===== src/rtl/mem_port_arbiter_pkg.sv =====
// Shared types and default sizing for the fetch/data memory port arbiter.
package mem_arb_pkg;

  localparam int unsigned ADDR_W_DEF       = 32;
  localparam int unsigned DATA_W_DEF       = 32;
  localparam int unsigned STARVE_LIMIT_DEF = 4;
  localparam int unsigned MAX_WAIT_DEF     = 15;

  typedef enum logic [1:0] {
    OWN_NONE,
    OWN_FETCH,
    OWN_DATA
  } owner_e;

  typedef enum logic [1:0] {
    ST_IDLE,
    ST_REQ,
    ST_RESP
  } state_e;

  // Bits needed to hold a counter value in 0..max_val.
  function automatic int unsigned cnt_w(input int unsigned max_val);
    return (max_val < 2) ? 1 : $clog2(max_val + 1);
  endfunction

endpackage


===== src/rtl/mem_port_arbiter_if.sv =====
// Requester, memory and stall signals of the arbiter; master = arbiter side,
// slave = the requesters plus the memory that sit around it.
interface mem_port_arbiter_if #(
  parameter int unsigned ADDR_W = 32,
  parameter int unsigned DATA_W = 32
);

  logic              if_req;
  logic [ADDR_W-1:0] if_addr;
  logic              if_done;
  logic [DATA_W-1:0] if_rdata;

  logic                d_req;
  logic                d_we;
  logic [ADDR_W-1:0]   d_addr;
  logic [DATA_W/8-1:0] d_wstrb;
  logic [DATA_W-1:0]   d_wdata;
  logic                d_done;
  logic [DATA_W-1:0]   d_rdata;

  logic                mem_req;
  logic                mem_gnt;
  logic [ADDR_W-1:0]   mem_addr;
  logic                mem_we;
  logic [DATA_W/8-1:0] mem_wstrb;
  logic [DATA_W-1:0]   mem_wdata;
  logic                mem_rvalid;
  logic [DATA_W-1:0]   mem_rdata;

  logic stall_read;
  logic mem_err;

  modport master (
    input  if_req, if_addr,
    output if_done, if_rdata,
    input  d_req, d_we, d_addr, d_wstrb, d_wdata,
    output d_done, d_rdata,
    output mem_req, mem_addr, mem_we, mem_wstrb, mem_wdata,
    input  mem_gnt, mem_rvalid, mem_rdata,
    output stall_read, mem_err
  );

  modport slave (
    output if_req, if_addr,
    input  if_done, if_rdata,
    output d_req, d_we, d_addr, d_wstrb, d_wdata,
    input  d_done, d_rdata,
    input  mem_req, mem_addr, mem_we, mem_wstrb, mem_wdata,
    output mem_gnt, mem_rvalid, mem_rdata,
    input  stall_read, mem_err
  );

endinterface


===== src/rtl/mem_port_arbiter_prio_sel.sv =====
// Data-first requester selection with a saturating fetch starvation counter.
// Combinational select; the counter updates on the grant edge.
module mem_arb_prio_sel
  import mem_arb_pkg::*;
#(
  parameter int unsigned STARVE_LIMIT = STARVE_LIMIT_DEF
) (
  input  logic   clk,
  input  logic   reset,
  input  logic   if_req,
  input  logic   if_done,
  input  logic   d_req,
  input  logic   d_done,
  input  logic   arb_en,
  output owner_e sel
);

  localparam int unsigned CW = cnt_w(STARVE_LIMIT);

  logic [CW-1:0] starve_cnt;
  logic          f_elig;
  logic          d_elig;
  logic          starved;

  // A requester still holding req in its own done cycle is not a new request.
  assign f_elig  = if_req & ~if_done;
  assign d_elig  = d_req & ~d_done;
  assign starved = (starve_cnt == CW'(STARVE_LIMIT));

  always_comb begin
    sel = OWN_NONE;
    if (arb_en) begin
      if (f_elig && (!d_elig || starved)) begin
        sel = OWN_FETCH;
      end else if (d_elig) begin
        sel = OWN_DATA;
      end
    end
  end

  always_ff @(posedge clk or posedge reset) begin
    if (reset) begin
      starve_cnt <= '0;
    end else if (sel == OWN_FETCH) begin
      starve_cnt <= '0;
    end else if (sel == OWN_DATA) begin
      if (!f_elig) begin
        starve_cnt <= '0;
      end else if (!starved) begin
        starve_cnt <= starve_cnt + 1'b1;
      end
    end
  end

endmodule


===== src/rtl/mem_port_arbiter.sv =====
// Shares one memory port between fetch and data (data first, fetch starvation guard); done 3 cycles after req at best.
// Held requests wait on mem_gnt/mem_rvalid; MEM_ARB_TIMEOUT_EN adds a response timeout with mem_err.
module mem_port_arbiter
  import mem_arb_pkg::*;
#(
  parameter int unsigned ADDR_W       = ADDR_W_DEF,
  parameter int unsigned DATA_W       = DATA_W_DEF,
  parameter int unsigned STARVE_LIMIT = STARVE_LIMIT_DEF,
  parameter int unsigned MAX_WAIT     = MAX_WAIT_DEF
) (
  input  logic               clk,
  input  logic               reset,
  mem_port_arbiter_if.master bus
);

  state_e state;
  state_e state_nxt;
  owner_e owner;
  owner_e sel;

  logic arb_en;
  logic latch;
  logic fin;
  logic fin_err;
  logic timeout;

  logic [ADDR_W-1:0]   addr_q;
  logic                we_q;
  logic [DATA_W/8-1:0] wstrb_q;
  logic [DATA_W-1:0]   wdata_q;
  logic [DATA_W-1:0]   if_rdata_q;
  logic [DATA_W-1:0]   d_rdata_q;
  logic                if_done_q;
  logic                d_done_q;

  // The completion cycle is a turnaround: the requester that just finished can
  // re-present next cycle and be weighed against fetch by the starve counter.
  assign arb_en = (state == ST_IDLE) && !if_done_q && !d_done_q;

  mem_arb_prio_sel #(
    .STARVE_LIMIT(STARVE_LIMIT)
  ) u_sel (
    .clk    (clk),
    .reset  (reset),
    .if_req (bus.if_req),
    .if_done(if_done_q),
    .d_req  (bus.d_req),
    .d_done (d_done_q),
    .arb_en (arb_en),
    .sel    (sel)
  );

`ifdef MEM_ARB_TIMEOUT_EN
  localparam int unsigned WAIT_W = cnt_w(MAX_WAIT);

  logic [WAIT_W-1:0] wait_cnt;
  logic              mem_err_q;

  // Fires in the RESP cycle that would bring the count to MAX_WAIT.
  assign timeout = (wait_cnt == WAIT_W'(MAX_WAIT - 1));

  always_ff @(posedge clk or posedge reset) begin
    if (reset) begin
      wait_cnt <= '0;
    end else if (state != ST_RESP) begin
      wait_cnt <= '0;
    end else if (!bus.mem_rvalid) begin
      wait_cnt <= wait_cnt + 1'b1;
    end
  end

  always_ff @(posedge clk or posedge reset) begin
    if (reset) begin
      mem_err_q <= 1'b0;
    end else begin
      mem_err_q <= fin_err;
    end
  end

  assign bus.mem_err = mem_err_q;
`else
  logic unused_max_wait;

  assign unused_max_wait = (MAX_WAIT != 0);
  assign timeout         = 1'b0;
  assign bus.mem_err     = 1'b0;
`endif

  always_ff @(posedge clk or posedge reset) begin
    if (reset) begin
      state <= ST_IDLE;
    end else begin
      state <= state_nxt;
    end
  end

  always_comb begin
    state_nxt = state;
    latch     = 1'b0;
    fin       = 1'b0;
    fin_err   = 1'b0;
    case (state)
      ST_IDLE: begin
        if (sel != OWN_NONE) begin
          latch     = 1'b1;
          state_nxt = ST_REQ;
        end
      end
      ST_REQ: begin
        if (bus.mem_gnt) begin
          state_nxt = ST_RESP;
        end
      end
      ST_RESP: begin
        if (bus.mem_rvalid) begin
          fin       = 1'b1;
          state_nxt = ST_IDLE;
        end else if (timeout) begin
          fin       = 1'b1;
          fin_err   = 1'b1;
          state_nxt = ST_IDLE;
        end
      end
      default: state_nxt = ST_IDLE;
    endcase
  end

  always_ff @(posedge clk or posedge reset) begin
    if (reset) begin
      owner      <= OWN_NONE;
      addr_q     <= '0;
      we_q       <= 1'b0;
      wstrb_q    <= '0;
      wdata_q    <= '0;
      if_rdata_q <= '0;
      d_rdata_q  <= '0;
      if_done_q  <= 1'b0;
      d_done_q   <= 1'b0;
    end else begin
      if_done_q <= fin && (owner == OWN_FETCH);
      d_done_q  <= fin && (owner == OWN_DATA);
      if (fin && (owner == OWN_FETCH)) begin
        if_rdata_q <= fin_err ? '0 : bus.mem_rdata;
      end
      if (fin && (owner == OWN_DATA)) begin
        d_rdata_q <= fin_err ? '0 : bus.mem_rdata;
      end
      if (latch) begin
        owner <= sel;
        if (sel == OWN_FETCH) begin
          addr_q  <= bus.if_addr;
          we_q    <= 1'b0;
          wstrb_q <= '0;
          wdata_q <= '0;
        end else begin
          addr_q  <= bus.d_addr;
          we_q    <= bus.d_we;
          wstrb_q <= bus.d_wstrb;
          wdata_q <= bus.d_wdata;
        end
      end else if (fin) begin
        owner <= OWN_NONE;
      end
    end
  end

  assign bus.mem_req   = (state == ST_REQ);
  assign bus.mem_addr  = addr_q;
  assign bus.mem_we    = we_q;
  assign bus.mem_wstrb = wstrb_q;
  assign bus.mem_wdata = wdata_q;
  assign bus.if_done   = if_done_q;
  assign bus.if_rdata  = if_rdata_q;
  assign bus.d_done    = d_done_q;
  assign bus.d_rdata   = d_rdata_q;

  assign bus.stall_read = (bus.if_req & ~if_done_q) | (bus.d_req & ~d_done_q);

endmodule


===== src/flat_wrapper.sv =====
// flat-port wrapper written by rule: the top's interface ports become plain ports
module mem_port_arbiter_flat import mem_arb_pkg::*;
#(
  parameter int unsigned ADDR_W       = ADDR_W_DEF,
  parameter int unsigned DATA_W       = DATA_W_DEF,
  parameter int unsigned STARVE_LIMIT = STARVE_LIMIT_DEF,
  parameter int unsigned MAX_WAIT     = MAX_WAIT_DEF
)
  (clk, reset, bus_if_req, bus_if_addr, bus_if_done, bus_if_rdata, bus_d_req, bus_d_we, bus_d_addr, bus_d_wstrb, bus_d_wdata, bus_d_done, bus_d_rdata, bus_mem_req, bus_mem_addr, bus_mem_we, bus_mem_wstrb, bus_mem_wdata, bus_mem_gnt, bus_mem_rvalid, bus_mem_rdata, bus_stall_read, bus_mem_err);
  mem_port_arbiter_if #(.ADDR_W(ADDR_W), .DATA_W(DATA_W)) bus_i ();
  input  logic clk;
  input  logic reset;
  input wire logic [$bits(bus_i.if_req)-1:0] bus_if_req;
  input wire logic [$bits(bus_i.if_addr)-1:0] bus_if_addr;
  output wire logic [$bits(bus_i.if_done)-1:0] bus_if_done;
  output wire logic [$bits(bus_i.if_rdata)-1:0] bus_if_rdata;
  input wire logic [$bits(bus_i.d_req)-1:0] bus_d_req;
  input wire logic [$bits(bus_i.d_we)-1:0] bus_d_we;
  input wire logic [$bits(bus_i.d_addr)-1:0] bus_d_addr;
  input wire logic [$bits(bus_i.d_wstrb)-1:0] bus_d_wstrb;
  input wire logic [$bits(bus_i.d_wdata)-1:0] bus_d_wdata;
  output wire logic [$bits(bus_i.d_done)-1:0] bus_d_done;
  output wire logic [$bits(bus_i.d_rdata)-1:0] bus_d_rdata;
  output wire logic [$bits(bus_i.mem_req)-1:0] bus_mem_req;
  output wire logic [$bits(bus_i.mem_addr)-1:0] bus_mem_addr;
  output wire logic [$bits(bus_i.mem_we)-1:0] bus_mem_we;
  output wire logic [$bits(bus_i.mem_wstrb)-1:0] bus_mem_wstrb;
  output wire logic [$bits(bus_i.mem_wdata)-1:0] bus_mem_wdata;
  input wire logic [$bits(bus_i.mem_gnt)-1:0] bus_mem_gnt;
  input wire logic [$bits(bus_i.mem_rvalid)-1:0] bus_mem_rvalid;
  input wire logic [$bits(bus_i.mem_rdata)-1:0] bus_mem_rdata;
  output wire logic [$bits(bus_i.stall_read)-1:0] bus_stall_read;
  output wire logic [$bits(bus_i.mem_err)-1:0] bus_mem_err;
  assign bus_i.if_req = bus_if_req;
  assign bus_i.if_addr = bus_if_addr;
  assign bus_if_done = bus_i.if_done;
  assign bus_if_rdata = bus_i.if_rdata;
  assign bus_i.d_req = bus_d_req;
  assign bus_i.d_we = bus_d_we;
  assign bus_i.d_addr = bus_d_addr;
  assign bus_i.d_wstrb = bus_d_wstrb;
  assign bus_i.d_wdata = bus_d_wdata;
  assign bus_d_done = bus_i.d_done;
  assign bus_d_rdata = bus_i.d_rdata;
  assign bus_mem_req = bus_i.mem_req;
  assign bus_mem_addr = bus_i.mem_addr;
  assign bus_mem_we = bus_i.mem_we;
  assign bus_mem_wstrb = bus_i.mem_wstrb;
  assign bus_mem_wdata = bus_i.mem_wdata;
  assign bus_i.mem_gnt = bus_mem_gnt;
  assign bus_i.mem_rvalid = bus_mem_rvalid;
  assign bus_i.mem_rdata = bus_mem_rdata;
  assign bus_stall_read = bus_i.stall_read;
  assign bus_mem_err = bus_i.mem_err;
  mem_port_arbiter #(.ADDR_W(ADDR_W), .DATA_W(DATA_W), .STARVE_LIMIT(STARVE_LIMIT), .MAX_WAIT(MAX_WAIT)) u_core (.clk(clk), .reset(reset), .bus(bus_i));
endmodule

===== config.mk =====
export PLATFORM = sky130hd
export DESIGN_NAME = mem_port_arbiter_flat
export DESIGN_NICKNAME = d
export VERILOG_FILES = /design/src/rtl/mem_port_arbiter_pkg.sv /design/src/rtl/mem_port_arbiter_if.sv /design/src/rtl/mem_port_arbiter_prio_sel.sv /design/src/rtl/mem_port_arbiter.sv /design/src/flat_wrapper.sv
export SDC_FILE = /design/constraint.sdc
export NUM_CORES = 1
export LEC_CHECK = 0
export ABC_AREA = 1
export CAP_MARGIN = 20
export CORE_ASPECT_RATIO = 0.7
export CORE_MARGIN = 2
export CORE_UTILIZATION = 45
export CTS_CLUSTER_SIZE = 24
export DETAILED_ROUTE_END_ITERATION = 10
export PLACE_DENSITY = 0.95
export REMOVE_ABC_BUFFERS = 1
export SLEW_MARGIN = 25
export SYNTH_ARGS = -nofsm -noshare
export SYNTH_HDL_FRONTEND = slang
export SYNTH_SLANG_ARGS = --single-unit

===== constraint.sdc =====
create_clock -name clk -period 9.44 [get_ports clk]
set_input_delay 2.832 -clock clk [delete_from_list [all_inputs] [get_ports clk]]
set_output_delay 2.832 -clock clk [all_outputs]
set_load 0.005 [all_outputs]

# Word-level counts from Yosys, hierarchy flattened
# Cells that the tools add are included.
# classes
add_sub_neg,1
mul,0
div_mod_pow,0
magnitude_cmp,0
eq_ne,11
n_shift,0
muxes,21
bitwise,5
n_reduce_logical,15
# op_table
op,count
32-bit 2-to-1 mux,2
2-bit 2-to-1 mux,8
3-bit 2-to-1 mux,4
"2-bit by 1-bit equality test with 1-bit output, second input constant",3
"2-bit equality test, second input constant",3
2-bit one-hot mux with 3 select lines,1
2-bit nonzero test,3
1-bit logical AND,5
1-bit 2-to-1 mux,5
4-bit 2-to-1 mux,1
"2-bit inequality test, second input constant",2
"3-bit by 1-bit adder with 3-bit output, second input constant",1
"3-bit equality test, second input constant",1
1-bit zero test,3
"3-bit by 2-bit inequality test with 1-bit output, second input constant",1
3-bit AND reduction,1
1-bit AND,2
2-bit zero test,1
"2-bit by 1-bit inequality test with 1-bit output, second input constant",1
1-bit NOT,2
2-bit AND reduction,1
1-bit logical OR,1
1-bit OR,1
# totals
reg_bits,142
latch_bits,0
mem_bits_rw,0
mem_bits_ro,0
in_bits,139
output_inout_bits,138
wordCells,64
mem_count,0

# Depth between registers and ports, before layout
# depth
depth_word,11
ltp_mapped,15

# Cells and area by module
# Synthesis repeated with hierarchy kept, for this count alone.
# unflattened
hier_cells,821
area_unflattened_um2,6627.6
# modules_own_cells
module,n_inst,cells_per_inst,area_each_um2,seq_area_each_um2
mem_port_arbiter,1,778,6348.6,3478.3
mem_arb_prio_sel,1,43,279.0,75.1

# Least setup slack after synthesis
# OpenSTA, ideal clock, no wires.
# synth_path
kind,input -> output
startpoint,input port bus_d_req
endpoint,output port bus_stall_read
t_arrival_ps,3042
required_ps,6608
slack_ps,3566
cell_stages,2
path_buffers,0
cell_sequence,inv_1 o21ai_0
# synth_between
elab_chain_len,2
# synth_rtl
element,line,text
"start, declared",flat_wrapper.sv:17,input wire logic [$bits(bus_i.d_req)-1:0] bus_d_req;
1-bit AND,mem_port_arbiter.sv:177,assign bus.stall_read = (bus.if_req & ~if_done_q) | (bus.d_req & ~d_done_q);
1-bit OR,mem_port_arbiter.sv:177,
"end, declared",flat_wrapper.sv:32,output wire logic [$bits(bus_i.stall_read)-1:0] bus_stall_read;
# Every way passes these cells.

# Worst setup path in the final report
# Same ends and word-level chain as after synthesis.

==> results.md <==
* Fill count at 974
* VDD IR-drop max at 142 uV
* Count of final hold-check violations at 0
* Slew Viols, Final at 0
* Avg Inst Size Synth at 8.80 um2
* Tot GR Track Use at between 20% and 30%
* Initial DRC count at 366
* CTS Buf Count at 17
* Gate Count Post-Synth at 688
* ANT nets after route at 0
* Max frequency at 0.146 GHz
* Resized Gates After CTS at 0
* Power, Total at 2.90 mW
* P&R area growth vs syn at 56.1%
* Required time worst endpoint at 6610 ps
* Min-Delay Endpoint: u_core.bus.mem_addr[6]$_DFFE_PP0P_
* TNS Setup at 0 ps
* Vias at 5,680
* Port-buffer cells at 275
* Crit start category: input pin
* Setup repair bufs after CTS at 0
* WL per Instance at 16.0 um
* Clock Skew at around 16 ps
* Clk_lat worst skew at 410 ps
* Worst r2r src: u_core.u_sel.starve_cnt[0]$_DFFE_PP0P_
* Max H-tree Level at 4
* Synth unique cells at 26
* Slew headroom at 39.9%
* Seq cells post-synth at between 100 and 150
* Post-synth top area share at about three fifths
* Crit path cell chain: clkdlybuf4s50_1, inv_1, o21ai_0, clkdlybuf4s50_1
* Mapped Area at 6050 um2
* Post-detail-place hpwl at 12,400 um
* TritonCTS clock tree: yes
* Hold Path Class: flip-flop to flip-flop
* Final wirelength at approximately 18,000 um
* DRC viols at 0
* Die area at between 10,000 and 15,000 um2
* FF/Latch Area at 3550 um2
* CP max stage delay at between 500 and 600 ps
* RSZ-0062 raised after global routing: false
* Critical path class: input pin to primary output
* Initial antenna violation count at 0
* Largest net degree at the start of global routing at 117
* R2r worst-path depth at 13
* Hold Crit Depth at 2
* Die W at 143 um
* WP data arrival at around 4000 ps
* Worst slew pin tran at 901 ps
* Area of the multi-input gates at 2190 um2
* Clk buf depth at 2
* Worst setup EP type: primary output
* Status: finished, final reports clean
* Max-cap violation count at 0
* P_leak at 4.54 nW
* Sequential share of the synthesized area at 58.7%
* Ports at roughly 280
* Starting Density at 46.1%
* Clk root buf: clkbuf_16
* Reg clk slew, reported paths at 60 ps
* First-pass GRT wire length at 28,200 um
* GRT Residual Overflow at 0
* FF-to-FF End: u_core.bus.mem_wdata[17]$_DFFE_PP0P_
* HP Start: u_core.bus.mem_addr[6]$_DFFE_PP0P_
* Routed vias/inst at 5.07
* Vias in the first global route at roughly 5,600
* Crit-path slowest cell: clkdlybuf4s50_1
* Num rows at 35
* Die H at roughly 100 um
* Yosys Warn Count at 0
* PD cells at 307 nW/um2
* Clock sinks at roughly 140
* Fin crit period at between 6000 and 7000 ps
* Core Box Area at approximately 13,000 um2
* Crit share post-route at 72.4%
* # setup viols final at 0
* Area leader, netlist: dfrtp_1
* CTS Hold Bufs at 0
* Maximum fanout along the worst path at 3
* Routability cong. at 0.808
* N_diodes at 0
* Fin nets at 1,085
* Reg-to-reg slack, setup at 6760 ps
* Layout cell share with drive strength beyond 1 at 5.13%
* CP most frequent cell: clkdlybuf4s50_1
* Dominant cells by area after synthesis: dfrtp_1, nand2_1, o21ai_0
* Detailed Routing Iterations Pass 1 at 5
==> cells in the final DEF, fill, tap and decap left out, types with 2 or more instances in the layout <==
cell / synthesis / routed
inv_6: 0 / 4
o31ai_2: 3 / 3
o31ai_1: 30 / 30
inv_1: 15 / 14
o21ai_1: 11 / 11
clkinvlp_4: 0 / 2
inv_2: 2 / 2
clkdlybuf4s50_1: 0 / 275
clkbuf_1: 23 / 2
o21ai_0: 91 / 91
clkinv_4: 0 / 2
dfrtp_1: 142 / 142
clkbuf_16: 0 / 17
nor2_8: 2 / 2
ha_1: 4 / 4
nor2_1: 71 / 71
buf_4: 1 / 5
bufinv_16: 0 / 4
nand2_1: 259 / 259
nand4_1: 3 / 3
==> power by group <==
group	leakage (nW)	total, mW	switching [mW]	internal (mW)
clock	0.302	0.717	0.264	0.453
sequential	1.85	1.02	0.143	0.872
combinational	2.39	1.17	0.543	0.626
==> worst max-delay path: cells and delay by family <==
family / cells / cell delay, ps
AOI/OAI and AO/OA: 1 / 140
buffers and inverters: 3 / 1030
==> per-layer routing <==
metal / GRT usage, % / part of all wire [%]
met5: 0 / 0
met4: 8.00 / 1.7
met3: 8.17 / 8.5
met2: 40.1 / 49
met1: 32.4 / 41
==> synthesized netlist by cell type <==
master and count:
nand2_1 259, dfrtp_1 142, o21ai_0 91, nor2_1 71
o31ai_1 30, clkbuf_1 23, inv_1 15, buf_2 13
o21ai_1 11, buf_6 8, ha_1 4, nand4_1 3
o31ai_2 3, inv_2 2, nor2_8 2, a21oi_1 1
a31o_2 1, buf_4 1, clkbuf_2 1, conb_1 1
nand2_2 1, nand3_1 1, nand3_2 1, nand3b_1 1
nor2_2 1, or2_4 1
==> stage by stage <==
| stage | area (um2) | hold WS (ps) | utilization (%) | setup slack, ps | instances |
|---|---|---|---|---|---|
| floorplan | 5800 | 449 | - | 2800 | 642 |
| global placement | 8810 | 461 | 67.1 | 2620 | 1089 |
| detailed placement | 8810 | 468 | 67.1 | 2610 | 1089 |
| CTS | 9450 | 482 | 71.9 | 2610 | 1121 |
| global route | 9450 | 493 | 71.9 | 2540 | 1121 |
| finish | 9450 | 480 | 71.9 | 2610 | 1121 |
==> worst max-delay path by stage <==
stage               cells past startpoint  slack (ps)                          end       from
floorplan                               1        2800  u_core.bus.d_done$_DFF_PP0_      reset
global placement                        4        2620               bus_stall_read  bus_d_req
detailed placement                      4        2610               bus_stall_read  bus_d_req
CTS                                     4        2610               bus_stall_read  bus_d_req
global route                            4        2540               bus_stall_read  bus_d_req
finish                                  4        2610               bus_stall_read  bus_d_req
==> area by class of cell <==
| class | count | area share (%) |
|---|---|---|
| flip-flops and latches | 142 | 37.6 |
| repair buffers | 281 | 29.6 |
| multi-input cells | 483 | 23.1 |
| clock buffers | 20 | 4.73 |
| well taps | 166 | 2.20 |
| clock inverters | 12 | 1.95 |
| inverters | 17 | 0.728 |
==> cells by family after synthesis <==
family                   after synthesis  synth area share (%)
AO/OA/AOI/OAI                        137                  13.0
AND/OR/NAND/NOR                      341                  22.2
flip-flops                           142                  58.7
other                                  1                0.0619
buffers and inverters                 63                  5.25
adder cells (fa/ha/maj)                4                 0.827
==> registers in the layout (all words and copies together) (netlist names) <==
| name | cells |
|---|---|
| u_core.bus.d_done | 1 |
| u_core.bus.d_rdata | 32 |
| u_core.bus.if_done | 1 |
| u_core.bus.if_rdata | 32 |
| u_core.bus.mem_addr | 32 |
| u_core.bus.mem_wdata | 32 |
| u_core.bus.mem_we | 1 |
| u_core.bus.mem_wstrb | 4 |
| u_core.owner | 2 |
| u_core.state | 2 |
| u_core.u_sel.starve_cnt | 3 |
(Power assumes the default switching activity.)
